==> config.mk <==
export PLATFORM = sky130hd
export DESIGN_NAME = pixel_gray_convert
export DESIGN_NICKNAME = d
export VERILOG_FILES = /design/src/rtl/pixel_gray_convert.sv
export SDC_FILE = /design/constraint.sdc
export NUM_CORES = 1
export LEC_CHECK = 0
export BUFFER_PORTS_ARGS = -buffer_cell sky130_fd_sc_hd__buf_2
export CAP_MARGIN = 20
export CORE_UTILIZATION = 30
export DETAILED_ROUTE_END_ITERATION = 8
export GPL_TIMING_DRIVEN = 0
export PLACE_DENSITY = 0.59
export SLEW_MARGIN = 25
export SYNTH_ARGS = -nofsm -noshare
export SYNTH_HDL_FRONTEND = slang
export SYNTH_SLANG_ARGS = --single-unit
export TNS_END_PERCENT = 5
==> constraint.sdc <==
create_clock -name clk -period 2.7 [get_ports clk]
set_input_delay 0.54 -clock clk [delete_from_list [all_inputs] [get_ports clk]]
set_output_delay 0.54 -clock clk [all_outputs]
set_load 0.02 [all_outputs]
==> src/rtl/pixel_gray_convert.sv <==
// Streaming RGB565 to 8-bit luminance converter: two-stage pipeline with a global
// stall, frame coordinate tagging and start-of-frame tracking. PIXEL_GRAY_WEIGHTED_EN selects BT.601 weights.
module pixel_gray_convert #(
    parameter int WIDTH  = 640,
    parameter int HEIGHT = 480,
    parameter int XW     = 10,
    parameter int YW     = 10
) (
    input  logic          clk,
    input  logic          reset,
    input  logic          in_valid,
    output logic          in_ready,
    input  logic          in_sync,
    input  logic [15:0]   in_data,
    output logic          out_valid,
    input  logic          out_ready,
    output logic [7:0]    out_data,
    output logic [XW-1:0] out_x,
    output logic [YW-1:0] out_y,
    output logic          out_eol,
    output logic          out_sync
);

    localparam int NCH = 3;
`ifdef PIXEL_GRAY_WEIGHTED_EN
    // S1 holds weighted products; the sum fits 16 bits and the luma is its top byte.
    localparam int TW  = 16;
    localparam int SW  = 16;
    localparam int GSH = 0;
    localparam int LSH = 8;
`else
    // S1 holds expanded channels; green counts twice, so a 10-bit sum divided by 4.
    localparam int TW  = 8;
    localparam int SW  = 10;
    localparam int GSH = 1;
    localparam int LSH = 2;
`endif

    logic          en;
    logic          accept;
    logic          sync_now;
    logic          last_x;
    logic          last_y;
    logic [XW-1:0] tag_x;
    logic [YW-1:0] tag_y;
    logic [7:0]    chan8 [NCH];
    logic [TW-1:0] term  [NCH];
    logic [SW-1:0] sum;
    logic [7:0]    luma;

    logic          sync_pend_q, sync_pend_d;
    logic [XW-1:0] x_cnt_q, x_cnt_d;
    logic [YW-1:0] y_cnt_q, y_cnt_d;

    logic          s1_valid_q, s1_valid_d;
    logic [TW-1:0] s1_term_q [NCH];
    logic [TW-1:0] s1_term_d [NCH];
    logic [XW-1:0] s1_x_q, s1_x_d;
    logic [YW-1:0] s1_y_q, s1_y_d;
    logic          s1_eol_q, s1_eol_d;
    logic          s1_sync_q, s1_sync_d;

    logic          out_valid_q, out_valid_d;
    logic [7:0]    out_data_q, out_data_d;
    logic [XW-1:0] out_x_q, out_x_d;
    logic [YW-1:0] out_y_q, out_y_d;
    logic          out_eol_q, out_eol_d;
    logic          out_sync_q, out_sync_d;

    // Replicate the channel MSBs into the vacated LSBs so full scale maps to 255.
    assign chan8[0] = {in_data[15:11], in_data[15:13]};
    assign chan8[1] = {in_data[10:5],  in_data[10:9]};
    assign chan8[2] = {in_data[4:0],   in_data[4:2]};

    generate
        for (genvar gi = 0; gi < NCH; gi++) begin : g_term
`ifdef PIXEL_GRAY_WEIGHTED_EN
            localparam logic [15:0] WT = (gi == 0) ? 16'd77 : ((gi == 1) ? 16'd150 : 16'd29);
            assign term[gi] = {8'd0, chan8[gi]} * WT;
`else
            assign term[gi] = chan8[gi];
`endif
        end
    endgenerate

    // Coordinate tagging and frame-start tracking on the input side.
    always_comb begin
        en          = out_ready | ~out_valid_q;
        accept      = in_valid & en;
        sync_now    = sync_pend_q | (in_sync & en);
        tag_x       = sync_now ? '0 : x_cnt_q;
        tag_y       = sync_now ? '0 : y_cnt_q;
        last_x      = (tag_x == XW'(WIDTH - 1));
        last_y      = (tag_y == YW'(HEIGHT - 1));
        sync_pend_d = sync_now;
        x_cnt_d     = x_cnt_q;
        y_cnt_d     = y_cnt_q;
        if (accept) begin
            sync_pend_d = 1'b0;
            if (last_x) begin
                x_cnt_d = '0;
                y_cnt_d = last_y ? '0 : tag_y + 1'b1;
            end else begin
                x_cnt_d = tag_x + 1'b1;
                y_cnt_d = tag_y;
            end
        end
    end

    // Stage 1: terms plus tags; bubbles enter as invalid slots.
    always_comb begin
        s1_valid_d = s1_valid_q;
        s1_term_d  = s1_term_q;
        s1_x_d     = s1_x_q;
        s1_y_d     = s1_y_q;
        s1_eol_d   = s1_eol_q;
        s1_sync_d  = s1_sync_q;
        if (en) begin
            s1_valid_d = accept;
            if (accept) begin
                s1_term_d = term;
                s1_x_d    = tag_x;
                s1_y_d    = tag_y;
                s1_eol_d  = last_x;
                s1_sync_d = sync_now;
            end
        end
    end

    always_comb begin
        sum  = SW'(s1_term_q[0]) + (SW'(s1_term_q[1]) << GSH) + SW'(s1_term_q[2]);
        luma = 8'(sum >> LSH);
    end

    // Stage 2: output register, frozen while downstream stalls.
    always_comb begin
        out_valid_d = out_valid_q;
        out_data_d  = out_data_q;
        out_x_d     = out_x_q;
        out_y_d     = out_y_q;
        out_eol_d   = out_eol_q;
        out_sync_d  = out_sync_q;
        if (en) begin
            out_valid_d = s1_valid_q;
            if (s1_valid_q) begin
                out_data_d = luma;
                out_x_d    = s1_x_q;
                out_y_d    = s1_y_q;
                out_eol_d  = s1_eol_q;
                out_sync_d = s1_sync_q;
            end
        end
    end

    always_ff @(posedge clk) begin
        if (reset) begin
            sync_pend_q <= 1'b0;
            x_cnt_q     <= '0;
            y_cnt_q     <= '0;
            s1_valid_q  <= 1'b0;
            for (int i = 0; i < NCH; i++) begin
                s1_term_q[i] <= '0;
            end
            s1_x_q      <= '0;
            s1_y_q      <= '0;
            s1_eol_q    <= 1'b0;
            s1_sync_q   <= 1'b0;
            out_valid_q <= 1'b0;
            out_data_q  <= '0;
            out_x_q     <= '0;
            out_y_q     <= '0;
            out_eol_q   <= 1'b0;
            out_sync_q  <= 1'b0;
        end else begin
            sync_pend_q <= sync_pend_d;
            x_cnt_q     <= x_cnt_d;
            y_cnt_q     <= y_cnt_d;
            s1_valid_q  <= s1_valid_d;
            s1_term_q   <= s1_term_d;
            s1_x_q      <= s1_x_d;
            s1_y_q      <= s1_y_d;
            s1_eol_q    <= s1_eol_d;
            s1_sync_q   <= s1_sync_d;
            out_valid_q <= out_valid_d;
            out_data_q  <= out_data_d;
            out_x_q     <= out_x_d;
            out_y_q     <= out_y_d;
            out_eol_q   <= out_eol_d;
            out_sync_q  <= out_sync_d;
        end
    end

    assign in_ready  = en;
    assign out_valid = out_valid_q;
    assign out_data  = out_data_q;
    assign out_x     = out_x_q;
    assign out_y     = out_y_q;
    assign out_eol   = out_eol_q;
    assign out_sync  = out_sync_q;

endmodule

==> results.sh <==
export IMPL_remaining_drc_errors=0
export IMPL_synth_cell_types=54
export IMPL_cts_max_path_buffers=2
export IMPL_ys_seq_area_frac=0.443
export IMPL_regArea_um2=1820
export IMPL_yosysWarningCount=0
export IMPL_maxSlewViolCount=0
export IMPL_synth_common_cells="nand2_1, dfxtp_1, a21oi_1, nand3_1, clkbuf_1"
export IMPL_hold_class="in2reg"
export IMPL_antenna_cells=0
export IMPL_syn_nets=543
export IMPL_io_pin_count=53
export IMPL_core_um2=13300
export IMPL_row_count=42
export IMPL_fin_crit_sh=0.954
export IMPL_p_comb_frac=0.102
export IMPL_outcome="finished, final reports clean"
export IMPL_rsz0062_at_grt="no"
export IMPL_grt_pass1_wl_um=18100
export IMPL_p_per_area_nw_per_um2=599
export IMPL_drtPass1Iterations=5
export IMPL_multi_input_area_um2=2190
export IMPL_setup_worst_path_class="reg2reg"
export IMPL_setup_viol=0
export IMPL_fin_util=0.375
export IMPL_ant_nets=0
export IMPL_internal_power_uw=2200
export IMPL_place_port_buffers=51
export IMPL_nFillCells=1353
export IMPL_initial_core_util=0.310
export IMPL_maxCapViolCount=0
export IMPL_vdd_drop_max_mv=0.299
export IMPL_crit_path_end_kind="register"
export IMPL_synth_most_common_cell="nand2_1"
export IMPL_yosys_top_cells_area="dfxtp_1, nand2_1, a21oi_1"
export IMPL_cts_sinks=91
export IMPL_p_sw_frac=0.263
export IMPL_nets=608
export IMPL_drtIter0Drc=282
export IMPL_wl_um=11100
export IMPL_worst_pin_slew_ns=0.821
export IMPL_clk_pin_slew_ns=0.07
export IMPL_synth_top_cell_by_area="dfxtp_1"
export IMPL_drive_above_1_share=0.157
export IMPL_syn_area_per_cell_um2=8.15
export IMPL_dpl_cell_area_um2=4610
export IMPL_avgViaCountPerCell=5.11
export IMPL_clkLatencyLatePin_ns=0.35
export IMPL_min_period_ns=2.58
export IMPL_die_w_um=119
export IMPL_vias=3841
export IMPL_postLayoutCellArea_um2=4980
export IMPL_synth_top_cell_area_share=0.443
export IMPL_grt_total_usage=0.163
export IMPL_antenna_found_initial=0
export IMPL_async_flop_share=0
export IMPL_die_area_um2=14200
export IMPL_arrival_ns=2.82
export IMPL_grt_pass1_vias=3659
export IMPL_wire_per_inst_um=14.8
export IMPL_syn_cell_area_um2=4120
export IMPL_numCtsBuffers=9
export IMPL_synth_seq_cells=91
export IMPL_start_kind="register"
export IMPL_synthCells=505
export IMPL_crit_required_ns=2.94
export IMPL_fmax_mhz=388
export IMPL_relSlewSlack=0.447
export IMPL_ctsHoldBuffers=0
export IMPL_worst_path_max_fanout=3
export IMPL_overflow=0
export IMPL_htreeDepth=3
export IMPL_synth_edf_count=0
export IMPL_yosys_most_used_dff="dfxtp_1"
export IMPL_cts_root_buf="clkbuf_16"
export IMPL_die_height_um=119
export IMPL_clkPwrFrac=0.430
export IMPL_pwr_share_seq=0.468
export IMPL_syn_to_final_growth_pct=21.1
export IMPL_p_leak_uw=0.00185
export IMPL_cts_tree="done"
export IMPL_hold_viol=0
export IMPL_finClkSkew_ns=0.00379
export IMPL_p_sw_uw=785
export IMPL_grt_start_max_net_pins=17
export IMPL_place_hpwl_um=8280
export IMPL_routabilityCongestion=0.896
## layout make-up
cell class	instances	area share
Clock buffer	10	0.0459
Timing Repair Buffer	54	0.0557
Tap cell	176	0.0442
Buffer	33	0.0286
Sequential cell	91	0.365
Multi-Input combinational cell	373	0.439
Inverter	8	0.00653
Clock inverter	6	0.0148
## worst paths after layout
kind                   endpoint          from  depth (start not counted)  slack, ns
setup / recovery    out_data[6]  s1_term_q[2]                          7       0.12
setup reg to reg    out_data[6]  s1_term_q[2]                          7       0.12
hold reg to reg        out_y[1]      out_y[1]                          2       0.45
hold / removal    s1_term_q[20]   in_data[12]                          3       0.43
## kinds of logic after synthesis
family / after synthesis / synth area share
buffers and inverters: 41 / 0.0386
xor gates and xnor gates: 3 / 0.00638
adders and majority gates: 17 / 0.0663
DFF: 91 / 0.443
and+or+nand+nor: 222 / 0.247
muxes: 3 / 0.00760
AOI/OAI and AO/OA: 128 / 0.192
## state kept, by name, indices dropped and copies added (netlist names)
| signal | cells |
|---|---|
| out_valid | 1 |
| x_cnt_q | 10 |
| s1_sync_q | 1 |
| out_sync | 1 |
| s1_y_q | 10 |
| s1_eol_q | 1 |
| s1_term_q | 16 |
| s1_valid_q | 1 |
| out_y | 10 |
| out_x | 10 |
| sync_pend_q | 1 |
| y_cnt_q | 10 |
| s1_x_q | 10 |
| out_eol | 1 |
| out_data | 8 |
## cell usage in the layout, fill, tap and decap left out, types with 2 or more instances in the layout
cell	count
buf_1	4
clkbuf_16	9
a21oi_1	77
nand2_1	129
dfxtp_1	91
and3_1	5
o211a_1	2
clkinvlp_4	2
o311ai_0	3
and2_4	2
o31a_1	2
nand4_1	7
a31oi_1	2
nor2b_1	5
mux2i_1	2
ha_1	8
a211oi_1	4
o21a_1	2
buf_4	4
inv_1	7
nand3b_1	2
buf_2	53
o211ai_1	3
or3_1	4
or4_1	2
clkbuf_1	25
nor2_1	17
and2_1	6
nand3_1	28
fa_1	8
xnor2_1	2
o21ai_0	15
nor3_1	8
## metal layers
metal	routed length, µm	track usage
met2	5040	0.255
met5	0	0
met1	5170	0.215
met4	189	0.0728
met3	742	0.0335
## stage by stage
stage               setup WS (ns)  total power [µW]  setup TNS (ns)  instances  hold WS (ns)
detailed placement         -0.578              1720           -8.25        732         0.443
floorplan                 0.00791              1620               0        505         0.432
CTS                        0.0165              3010               0        751         0.423
global placement           -0.515              1720           -7.42        732         0.439
finish                      0.125              2990               0        751         0.427
global route               0.0164              3100               0        751         0.439
## critical path: stages, from the launching register on
cell	delay, ns
dfxtp_1	0.35
fa_1	0.52
ha_1	0.31
a41o_1	0.25
o21ai_0	0.25
a311o_1	0.23
mux2_2	0.34
a31o_2	0.21
## power groups by stage
stage	clock (µW)	combinational (µW)	sequential, µW
after floorplan	0	186	1430
after global placement	0	290	1430
after detailed placement	0	294	1430
after CTS	1310	302	1400
after global routing	1360	339	1400
final	1290	304	1400
## repair_timing
item	in CTS	in global routing
resized for setup	7	4
setup buffers	3	0
pin swaps	2	1
endpoints found under the setup margin	16	11
Power figures use the tool's default switching activity.
